### src/rtl/traffic_light_controller.sv
// traffic_light_controller: fixed-time two-road junction sequencer with flashing night mode; define TLC_BLINK_RED_EN to flash side red instead of side yellow
module traffic_light_controller #(
   parameter int unsigned CLK_HZ   = 100,
   parameter int unsigned T_MAIN_G = 30,
   parameter int unsigned T_SIDE_G = 20,
   parameter int unsigned T_YEL    = 5,
   parameter int unsigned T_RT     = 10,
   parameter int unsigned T_ALLRED = 2
) (
   input  logic clk,
   input  logic rst,
   output logic MG1,
   output logic MG2,
   output logic MR1,
   output logic MR2,
   output logic MY1,
   output logic MY2,
   output logic SG1,
   output logic SG2,
   output logic SR1,
   output logic SR2,
   output logic SY1,
   output logic SY2,
   output logic MRT1,
   output logic MRT2,
   output logic SRT1,
   output logic SRT2,
   input  logic blink
);
   typedef enum logic [2:0] {MAIN_GO, MAIN_YEL, MAIN_RT, ALLRED1, SIDE_GO, SIDE_YEL, SIDE_RT, ALLRED2} phase_t;
   localparam logic [31:0] LEN_MAIN_G = 32'(T_MAIN_G * CLK_HZ);
   localparam logic [31:0] LEN_SIDE_G = 32'(T_SIDE_G * CLK_HZ);
   localparam logic [31:0] LEN_YEL    = 32'(T_YEL * CLK_HZ);
   localparam logic [31:0] LEN_RT     = 32'(T_RT * CLK_HZ);
   localparam logic [31:0] LEN_ALLRED = 32'(T_ALLRED * CLK_HZ);
   localparam logic [31:0] HALF       = 32'(CLK_HZ / 2);
   logic        blink_meta_q, blink_sync_q;
   phase_t      state_q, state_d;
   logic [31:0] cnt_q, cnt_d, len;
   logic [31:0] flash_cnt_q, flash_cnt_d;
   logic        flash_q, flash_d;
   logic        hold, last, run;
   logic        mg_q, mr_q, my_q, sg_q, sr_q, sy_q, mrt_q, srt_q;
   logic        mg_d, mr_d, my_d, sg_d, sr_d, sy_d, mrt_d, srt_d;
   // two-flop synchroniser for the asynchronous blink request
   always_ff @(posedge clk or negedge rst) begin
      if (!rst) begin
         blink_meta_q <= 1'b0;
         blink_sync_q <= 1'b0;
      end else begin
         blink_meta_q <= blink;
         blink_sync_q <= blink_meta_q;
      end
   end
   // phase register and its cycle counter
   always_ff @(posedge clk or negedge rst) begin
      if (!rst) begin
         state_q <= ALLRED2;
         cnt_q   <= '0;
      end else begin
         state_q <= state_d;
         cnt_q   <= cnt_d;
      end
   end
   // 1 Hz flash generator, restarted with the lamps on at each blink entry
   always_ff @(posedge clk or negedge rst) begin
      if (!rst) begin
         flash_q     <= 1'b0;
         flash_cnt_q <= '0;
      end else begin
         flash_q     <= flash_d;
         flash_cnt_q <= flash_cnt_d;
      end
   end
   // registered lamp drivers; reset shows all-red at once
   always_ff @(posedge clk or negedge rst) begin
      if (!rst) begin
         {mg_q, my_q, sg_q, sy_q, mrt_q, srt_q} <= '0;
         mr_q <= 1'b1;
         sr_q <= 1'b1;
      end else begin
         {mg_q, mr_q, my_q, sg_q, sr_q, sy_q, mrt_q, srt_q} <= {mg_d, mr_d, my_d, sg_d, sr_d, sy_d, mrt_d, srt_d};
      end
   end
   // next phase: hold in ALLRED2 while blink is seen at either sync stage so release gets a full all-red
   always_comb begin
      len = (state_q == MAIN_GO) ? LEN_MAIN_G :
            (state_q == SIDE_GO) ? LEN_SIDE_G :
            (state_q inside {MAIN_YEL, SIDE_YEL}) ? LEN_YEL :
            (state_q inside {MAIN_RT, SIDE_RT}) ? LEN_RT : LEN_ALLRED;
      hold = blink_meta_q | blink_sync_q;
      last = cnt_q == len - 32'd1;
      state_d = hold ? ALLRED2 : last ? phase_t'(state_q + 3'd1) : state_q;
      cnt_d = (hold || last) ? '0 : cnt_q + 32'd1;
      flash_cnt_d = (!blink_meta_q || !blink_sync_q || flash_cnt_q == HALF - 32'd1) ? '0 : flash_cnt_q + 32'd1;
      flash_d = !blink_meta_q ? 1'b0 : !blink_sync_q ? 1'b1 : (flash_cnt_q == HALF - 32'd1) ? ~flash_q : flash_q;
   end
   // lamp decode from the upcoming phase so lamps and phase register change on the same edge
   always_comb begin
      run   = !blink_meta_q;
      mg_d  = run && state_d == MAIN_GO;
      my_d  = run ? state_d == MAIN_YEL : flash_d;
      mrt_d = run && state_d == MAIN_RT;
      mr_d  = run && !(state_d inside {MAIN_GO, MAIN_YEL});
      sg_d  = run && state_d == SIDE_GO;
      srt_d = run && state_d == SIDE_RT;
`ifdef TLC_BLINK_RED_EN
      sy_d  = run && state_d == SIDE_YEL;
      sr_d  = run ? !(state_d inside {SIDE_GO, SIDE_YEL}) : flash_d;
`else
      sy_d  = run ? state_d == SIDE_YEL : flash_d;
      sr_d  = run && !(state_d inside {SIDE_GO, SIDE_YEL});
`endif
   end
   assign MG1  = mg_q;
   assign MG2  = mg_q;
   assign MR1  = mr_q;
   assign MR2  = mr_q;
   assign MY1  = my_q;
   assign MY2  = my_q;
   assign SG1  = sg_q;
   assign SG2  = sg_q;
   assign SR1  = sr_q;
   assign SR2  = sr_q;
   assign SY1  = sy_q;
   assign SY2  = sy_q;
   assign MRT1 = mrt_q;
   assign MRT2 = mrt_q;
   assign SRT1 = srt_q;
   assign SRT2 = srt_q;
endmodule

### config.mk
export PLATFORM = sky130hd
export DESIGN_NAME = traffic_light_controller
export DESIGN_NICKNAME = d
export VERILOG_FILES = /design/src/rtl/traffic_light_controller.sv
export SDC_FILE = /design/constraint.sdc
export NUM_CORES = 1
export LEC_CHECK = 0
export CAP_MARGIN = 20
export CORE_MARGIN = 3
export CORE_UTILIZATION = 35
export DETAILED_ROUTE_END_ITERATION = 6
export PLACE_DENSITY = 0.51
export SYNTH_ARGS = -nofsm -noshare
export SYNTH_HDL_FRONTEND = slang
export SYNTH_SLANG_ARGS = --single-unit
export TNS_END_PERCENT = 100
### constraint.sdc
create_clock -name clk -period 3.6 [get_ports clk]
set_input_delay 0.36 -clock clk [delete_from_list [all_inputs] [get_ports clk]]
set_output_delay 0.36 -clock clk [all_outputs]
set_load 0.05 [all_outputs]
==> flow_summary.json, run 1 <==
{
  "status": "finished, final reports clean",
  "syn_inst": 449,
  "clk_path_buf_depth": 2,
  "placed_cells": 587,
  "p_per_area_mw_per_mm2": 390,
  "syn_nets": 460,
  "crit_chain": "inv_1 > ha_1 > xnor2_1 > nand4_1 > a32oi_2 > nand3_1 > buf_4 > or4_1 > a32oi_2",
  "yosysMostFrequentCell": "dfrtp_1",
  "dr.pass1.iters": 4,
  "start_kind": "flip-flop",
  "wl_per_cell_um": 14.3,
  "grt_max_degree": 79,
  "slew_headroom_pct": 56.5,
  "rrSetupSlack_ns": 0.63,
  "worstPathRequired_ns": 3.85,
  "cts_tree": "done",
  "setup_viol": 0,
  "synth.area.top_cells": "dfrtp_1 (43%), xor2_1 (7.9%), nor2_1 (6.3%)",
  "cts_resized": 0,
  "grt_pass1_wl_um": 14900,
  "final_antenna_net_count": 0,
  "die_area_mm2": 0.0134,
  "maxCapViolations": 0,
  "synth_edf_count": 0,
  "cp_top_family": "simple AND/OR/NAND/NOR gates",
  "ir_worst_vdd_v": 0.000218,
  "cts_buffers": 9,
  "dieHeight_um": 116,
  "finalWorstSetupSlack_ns": 0.628,
  "grt_pass1_vias": 3070,
  "ys_seq_elements": 78,
  "via_per_inst": 5.12,
  "hold_violations": 0,
  "cpMostUsedCell": "a32oi_2",
  "end_kind": "flip-flop",
  "rsz0062_at_grt": "no",
  "fin_cells": 604,
  "max_clock_freq_mhz": 337,
  "synth_cell_types": 49,
  "hold_slack_ns": 0.446,
  "syn_area_mm2": 0.00423,
  "slew_violations": 0,
  "slowest_delay_ns": 0.65,
  "yosysWarningCount": 0,
  "post-dp-hpwl_um": 5720,
  "syn_area_per_cell_um2": 9.42,
  "die_w_um": 116,
  "period_minus_slack_ns": 2.97,
  "area_growth_pct": 13.5,
  "drive_above_1_share_pct": 6.94,
  "synth_area_leader_cell": "dfrtp_1",
  "layout.nets": 468,
  "clock_sinks": 78,
  "fin_crit_sh_pct": 82.5,
  "gp_congestion": 0.771,
  "start_util_pct": 36.4,
  "critical_path_class": "reg -> reg",
  "cp.arrival_ns": 3.23,
  "placed_area_mm2": 0.00448,
  "antenna_found_initial": 0,
  "num_io_pins": 19,
  "power_leakage_nw": 1.92,
  "wirelength_um": 8630,
  "synthArstFlopShare_pct": 100,
  "path_buf_inv": 2,
  "antenna_cells": 0,
  "port_buffers": 18,
  "grt_usage_pct": 13.8,
  "tns_ns": 0,
  "hold_path_class": "reg -> reg",
  "clock-root-buffer": "clkbuf_16",
  "synth_top_area_share_pct": 43.2,
  "core_area_mm2": 0.0116,
  "place_ws_ns": 0.655,
  "grt.overflow.total": 0,
  "worst_pin_slew_ns": 0.647,
  "synth_seq_area_share_pct": 46.3,
  "fin_skew_ns": 0.00598,
  "rows": 39,
  "synth_ff_type": "dfrtp_1",
  "via_count": 3095,
  "h-tree-depth": 3,
  "first_iter_violations": 221,
  "cp_slowest_cell": "dfstp_2",
  "drc_errors": 0,
  "design_area_mm2": 0.00480,
  "path_clk_slew_ns": 0.06,
  "path_max_fanout": 13,
  "n_fill_cell": 1150,
  "ys_top_cells_by_count": "dfrtp_1 (73), nor2_1 (71), xor2_1 (38)",
  "insertion_delay_ns": 0.34
}
## logic make-up (layout without fill, tap and decap cells)
kind of cell	Yosys count	count (layout)	share of synthesized area, %
buffers and inverters	42	54	4.70
DFF	78	78	46.3
and+or+nand+nor	223	223	27.4
AOI/OAI and AO/OA	32	32	5.44
xor gates and xnor gates	62	62	12.8
muxes	4	4	0.976
adders and majority gates	8	8	2.37
## cell usage in the layout (no fill, tap or decap), types with 8 or more instances in the layout
master | Yosys | final
and4_1 | 9 | 9
o21ai_0 | 8 | 8
inv_1 | 14 | 14
dfrtp_1 | 73 | 73
nand3_1 | 31 | 31
nor3_1 | 13 | 13
clkbuf_16 | 0 | 9
nor2_1 | 71 | 71
clkdlybuf4s50_1 | 0 | 17
xnor2_1 | 24 | 24
ha_1 | 8 | 8
nor4_1 | 16 | 16
xor2_1 | 38 | 38
and3_1 | 9 | 9
nand2_1 | 26 | 26
nand4_1 | 20 | 20
## worst reg2reg max path, stage by stage (launching register included)
cell and delay [ns]:
dfstp_2 0.65, inv_1 0.18, ha_1 0.52, xnor2_1 0.17, nand4_1 0.13, a32oi_2 0.29, nand3_1 0.12, buf_4 0.20
or4_1 0.43, a32oi_2 0.21
## what timing repair did
item,CTS,global route
buffers inserted,0,0
endpoints found under the hold margin,0,19
endpoints found under the setup margin,0,0
hold buffers,0,1
## final cells by class
type / instances / area, um^2 / share of cell area (%)
inverter: 15 / 56.3 / 1.17
multi-input combinational: 329 / 2070 / 43.2
tap: 143 / 179 / 3.72
clock inverter: 4 / 47.5 / 0.990
clock buffer: 11 / 243 / 5.05
sequential: 78 / 1960 / 40.8
timing repair buffer: 24 / 245 / 5.11
## power breakdown
group / internal (W) / leakage, nW / total, W / switching [W]
Combinational: 0.0000226 / 0.714 / 0.0000840 / 0.0000614
Sequential: 0.000885 / 1.06 / 0.000891 / 0.00000556
Clock: 0.000550 / 0.141 / 0.000900 / 0.000350
Total: 0.00146 / 1.92 / 0.00187 / 0.000417
## flip-flops by register name (all words and copies together) (netlist names)
register      count
cnt_q            32
flash_cnt_q      32
state_q           3
MG1               1
MR1               1
MRT1              1
MY1               1
SG1               1
SR1               1
SRT1              1
SY1               1
blink_meta_q      1
blink_sync_q      1
flash_q           1
## metrics by stage
step	utilization, %	power, W
final	41.4	0.00187
after global routing	41.4	0.00195
after CTS	41.0	0.00190
after detailed placement	38.5	0.000988
after global placement	38.5	0.000988
after floorplan	-	0.000952
## path summary, 6_finish.rpt
check | start | endpoint | cells past startpoint
setup / recovery | state_q[0] | SY1 | 9
hold / removal | blink_meta_q | blink_sync_q | 0
setup reg to reg | state_q[0] | SY1 | 9
hold reg to reg | blink_meta_q | blink_sync_q | 0
max in group asynchronous | rst | flash_cnt_q[10] | 3
min in group asynchronous | rst | cnt_q[23] | 2
## layer usage
layer  track usage (%)  part of all wire (%)  vias up
met4              4.87                   1.7        0
met1              18.8                    50     1467
met5                 0                     0        -
li1                  -                     -     1579
met3              3.13                   2.7       13
met2              21.6                    45       36
No activity file was read; power rests on OpenSTA's default activity.
==> run 2: changes to the inputs <==
Settings changed: PLACE_DENSITY 0.51 to 0.53.
Clock period 3.6 ns to 2.7 ns, I/O delays scaled along.
==> run 2 against run 1 <==
Count of clock-buffer cells in the layout did not move. Sequential power rose by 34%. Power rose by 41%. First-iteration DRC count rose by 16%.
==> flow_summary.json, run 2 (same netlist as run 1, synthesis figures left out) <==
{
  "place_ws_ns": 0.163,
  "cts_tree": "done",
  "mostFrequentLayoutCells": "dfrtp_1 (73), nor2_1 (71), xor2_1 (38), nand3_1 (31), nand2_1 (26)",
  "placed_area_mm2": 0.00454,
  "status": "finished, final reports clean",
  "grt_pass1_wl_um": 15000,
  "start_util_pct": 36.4,
  "period_minus_slack_ns": 2.54,
  "hold_violations": 0,
  "switchingPower_w": 0.000565,
  "area_growth_pct": 16.5,
  "antenna_cells": 0,
  "port_buffers": 18,
  "maxCapViolations": 0,
  "slew_headroom_pct": 60.3,
  "power.internal_w": 0.00207,
  "wl_per_cell_um": 14.2,
  "antenna_found_initial": 0,
  "start_kind": "flip-flop",
  "p_seq_share_pct": 45.0,
  "grt_max_degree": 79,
  "cts_buffers": 9,
  "die_w_um": 116,
  "post-dp-hpwl_um": 5790,
  "drc_errors": 0,
  "p_comb_share_pct": 4.4,
  "p_per_area_mw_per_mm2": 535,
  "final_antenna_net_count": 0,
  "clock_sinks": 78,
  "end_kind": "flip-flop",
  "max_clock_freq_mhz": 394,
  "critical_path_class": "reg -> reg",
  "grt.overflow.total": 0,
  "final_common_cell": "dfrtp_1",
  "slew_violations": 0,
  "h-tree-depth": 3,
  "clk_path_buf_depth": 2,
  "placed_cells": 594,
  "hold_path_class": "in -> async",
  "setup_viol": 0,
  "cp.arrival_ns": 2.79,
  "ir_worst_vdd_v": 0.000310,
  "worst_pin_slew_ns": 0.589,
  "worstPathRequired_ns": 2.95,
  "fin_crit_sh_pct": 94.1,
  "path_clk_slew_ns": 0.06,
  "first_iter_violations": 257,
  "switching_share_pct": 21.4,
  "grt_pass1_vias": 3082,
  "fin_skew_ns": 0.00749,
  "via_count": 3204,
  "core_area_mm2": 0.0116,
  "gp_congestion": 0.783,
  "dieHeight_um": 116,
  "dr.pass1.iters": 4,
  "grt_usage_pct": 13.9,
  "via_per_inst": 5.22,
  "design_area_mm2": 0.00493,
  "drive_above_1_share_pct": 9.34,
  "tns_ns": 0,
  "wirelength_um": 8700,
  "finalWorstSetupSlack_ns": 0.160,
  "fin_cells": 614,
  "clockPowerShare_pct": 50.6,
  "rows": 39,
  "num_io_pins": 19,
  "clock-root-buffer": "clkbuf_16",
  "reg.largest.list": "cnt_q x32, flash_cnt_q x32, state_q x3",
  "path_max_fanout": 7,
  "layout.nets": 477,
  "die_area_mm2": 0.0134,
  "rsz0062_at_grt": "no",
  "power_leakage_nw": 1.99,
  "insertion_delay_ns": 0.33
}
run 2: what timing repair did:
| item | 4_1_cts | 5_1_grt |
|---|---|---|
| setup buffers | 0 | 2 |
| setup endpoints to repair | 0 | 8 |
| resized for setup | 0 | 2 |
| hold buffers | 0 | 1 |
| endpoints found under the hold margin | 0 | 12 |
run 2: power groups by stage:
stage | combinational (W) | sequential (W) | clock (W)
3_3_place_gp | 0.000111 | 0.00121 | 0
4_1_cts | 0.000112 | 0.00119 | 0.00138
3_5_place_dp | 0.000112 | 0.00121 | 0
6_report | 0.000115 | 0.00119 | 0.00134
5_1_grt | 0.000127 | 0.00119 | 0.00142
2_1_floorplan | 0.0000480 | 0.00122 | 0
run 2: area by class of cell:
type                       instances  area (um^2)
fill                            1124         6680
tap                              143          179
sequential                        78         1960
timing repair buffer              33          325
inverter                          15         56.3
clock inverter                     5         81.3
multi-input combinational        329         2080
clock buffer                      11          253
run 2: per-layer routing:
layer  up-vias  share of wire [%]  global-route usage, %
met4         0                1.3                   4.02
met5         -                  0                      0
li1       1605                  -                      -
met3        13                3.2                   3.71
met2        49                 46                   22.5
met1      1537                 49                   18.4
run 2: worst paths after layout:
check | from | endpoint | slack [ns] | depth (start not counted)
min reg2reg | blink_meta_q | blink_sync_q | 0.46 | 0
max reg2reg | state_q[1] | MRT1 | 0.16 | 9
max | state_q[1] | MRT1 | 0.16 | 9
max in group asynchronous | rst | state_q[0] | 1.73 | 3
min in group clk | blink | blink_meta_q | 0.37 | 1
min | rst | cnt_q[20] | 0.34 | 2
run 2: critical path: stages (launching register included):
cell	delay, ns
dfstp_2	0.54
inv_1	0.09
ha_1	0.29
nor2b_1	0.18
or3_1	0.33
a22oi_2	0.15
buf_4	0.15
nand3_1	0.09
or4b_1	0.47
a21oi_1	0.17
run 2: per-stage QoR:
stage / utilization (%) / total power [W] / hold slack [ns]
after floorplan: - / 0.00127 / -0.0256
after global placement: 39.1 / 0.00132 / 0.432
after detailed placement: 39.1 / 0.00132 / 0.442
after CTS: 42.0 / 0.00268 / 0.149
after global routing: 42.5 / 0.00274 / 0.370
final: 42.5 / 0.00264 / 0.342
==> run 3: changes to the inputs <==
Settings changed: CORE_UTILIZATION 35 to 55, MAX_ROUTING_LAYER set to met4, PLACE_DENSITY 0.53 to 0.76, RECOVER_POWER set to 25.
==> run 3 against run 2 <==
Power shrank 18%. Maximum frequency is 1.4% lower. Count of clock-buffer cells in the layout decreased by 2. Critical path depth decreased by 1. The flow now finishes with violations (max-capacitance violations, max-slew violations). Sequential share of layout area rose by 2.1 points. Cell count shrank 7.8%. Worst setup slack worse by 0.035 ns. Global-route usage increased by 7.8 points. First-iteration DRC count is 21% lower.
==> flow_summary.json, run 3 (same netlist as run 1, synthesis figures left out) <==
{
  "status": "complete, but fails checks",
  "drc_errors": 0,
  "post-dp-hpwl_um": 6070,
  "wl_per_cell_um": 15.5,
  "grt_usage_pct": 21.7,
  "clock_sinks": 78,
  "grt.overflow.total": 0,
  "num_io_pins": 19,
  "dieHeight_um": 93.7,
  "port_buffers": 18,
  "setup_viol": 0,
  "clock-root-buffer": "clkbuf_8",
  "die_area_mm2": 0.00878,
  "hold_violations": 0,
  "hold_path_class": "in -> async",
  "end_kind": "flip-flop",
  "antenna_cells": 0,
  "slew_headroom_pct": -24.4,
  "finalPower_w": 0.00216,
  "rows": 31,
  "place_ws_ns": 0.0861,
  "start_kind": "flip-flop",
  "power_leakage_nw": 1.90,
  "cts_setup_buffers": 0,
  "first_iter_violations": 203,
  "hold_buffers": 0,
  "mostFrequentLayoutCells": "dfrtp_1 (73), nor2_1 (71), xor2_1 (38), nand3_1 (31), nand2_1 (26)",
  "maxCapViolations": 1,
  "die_w_um": 93.7,
  "fin_skew_ns": 0.0121,
  "h-tree-depth": 3,
  "design_area_mm2": 0.00468,
  "core_area_mm2": 0.00737,
  "dr.pass1.iters": 4,
  "cts_buffers": 9,
  "critical_path_class": "reg -> reg",
  "wirelength_um": 8750,
  "finalWorstSetupSlack_ns": 0.125,
  "path_clk_slew_ns": 0.10,
  "grt_pass1_wl_um": 14700,
  "insertion_delay_ns": 0.37,
  "ir_worst_vdd_v": 0.000298,
  "layout.nets": 473,
  "final_common_cell": "dfrtp_1",
  "via_count": 3296,
  "worst_pin_slew_ns": 1.87,
  "start_util_pct": 57.4,
  "drive_above_1_share_pct": 8.99,
  "max_clock_freq_mhz": 388,
  "path_max_fanout": 7,
  "rsz0062_at_grt": "no",
  "fin_crit_sh_pct": 95.4,
  "area_growth_pct": 10.7,
  "reg2reg_depth": 8,
  "clk_path_buf_depth": 2,
  "cp.arrival_ns": 2.86,
  "violations": "max-capacitance violations, max-slew violations",
  "tns_ns": 0,
  "cts_resized": 0,
  "antenna_found_initial": 0,
  "grt_max_degree": 79,
  "final_antenna_net_count": 0,
  "grt_pass1_vias": 3155,
  "via_per_inst": 5.82,
  "reg.largest.list": "cnt_q x32, flash_cnt_q x32, state_q x3",
  "worstPathRequired_ns": 2.98,
  "gp_congestion": 0.856,
  "period_minus_slack_ns": 2.57,
  "slew_violations": 79,
  "placed_area_mm2": 0.00449,
  "cts_tree": "done",
  "p_per_area_mw_per_mm2": 461
}
==> run 3: cell count changes in the layout (fill, tap and decap cells not counted), sizes merged <==
| cell | change |
|---|---|
| bufinv | -2 |
| clkinv | -1 |
| clkdlybuf4s50 | -1 |
| buf | -4 |
| inv | +6 |
| clkinvlp | -1 |
| clkbuf | -1 |
==> run 3: power breakdown <==
group	switching [W]	total [W]	internal (W)
combinational	0.0000803	0.000107	0.0000262
clock	0.000505	0.000869	0.000364
sequential	0.00000774	0.00119	0.00118
total	0.000593	0.00216	0.00157
==> run 3: routing by layer <==
metal  up-vias  share of wire (%)  GRT usage (%)
met5         -                  0              -
met4         0                2.3           8.18
met3        22                3.8           5.05
met2        71                 51           34.9
met1      1611                 43           26.9
li1       1592                  -              -
==> run 3: critical path, stage by stage, from the launching register on <==
cell and delay (ns):
dfstp_2 0.54, inv_1 0.09, ha_1 0.29, mux2i_2 0.26
nand3b_1 0.15, a32oi_2 0.33, nand3_1 0.15, or4_1 0.49
a21oi_1 0.19
==> run 3: through the flow <==
step / utilization, % / std cells / hold WS (ns)
after CTS: 63.5 / 566 / 0.0786
final: 63.6 / 566 / 0.418
after global placement: 60.9 / 550 / 0.429
after detailed placement: 60.9 / 550 / 0.435
after global routing: 63.6 / 566 / 0.464
after floorplan: - / 449 / -0.0256
==> run 3: cell type report <==
cell class	count	area, um^2
tap	99	124
clock buffer	9	124
inverter	15	56.3
multi-input combinational	329	2080
timing repair buffer	29	270
clock inverter	7	68.8
sequential	78	1960
fill	616	2690
==> run 3: worst paths after layout <==
| kind | from | to | slack (ns) |
|---|---|---|---|
| min | rst | cnt_q[18] | 0.42 |
| max in group asynchronous | rst | blink_sync_q | 1.19 |
| max reg2reg | state_q[1] | SRT1 | 0.13 |
| max | state_q[1] | SRT1 | 0.13 |
| min in group clk | blink_meta_q | blink_sync_q | 0.45 |
| min reg2reg | blink_meta_q | blink_sync_q | 0.45 |
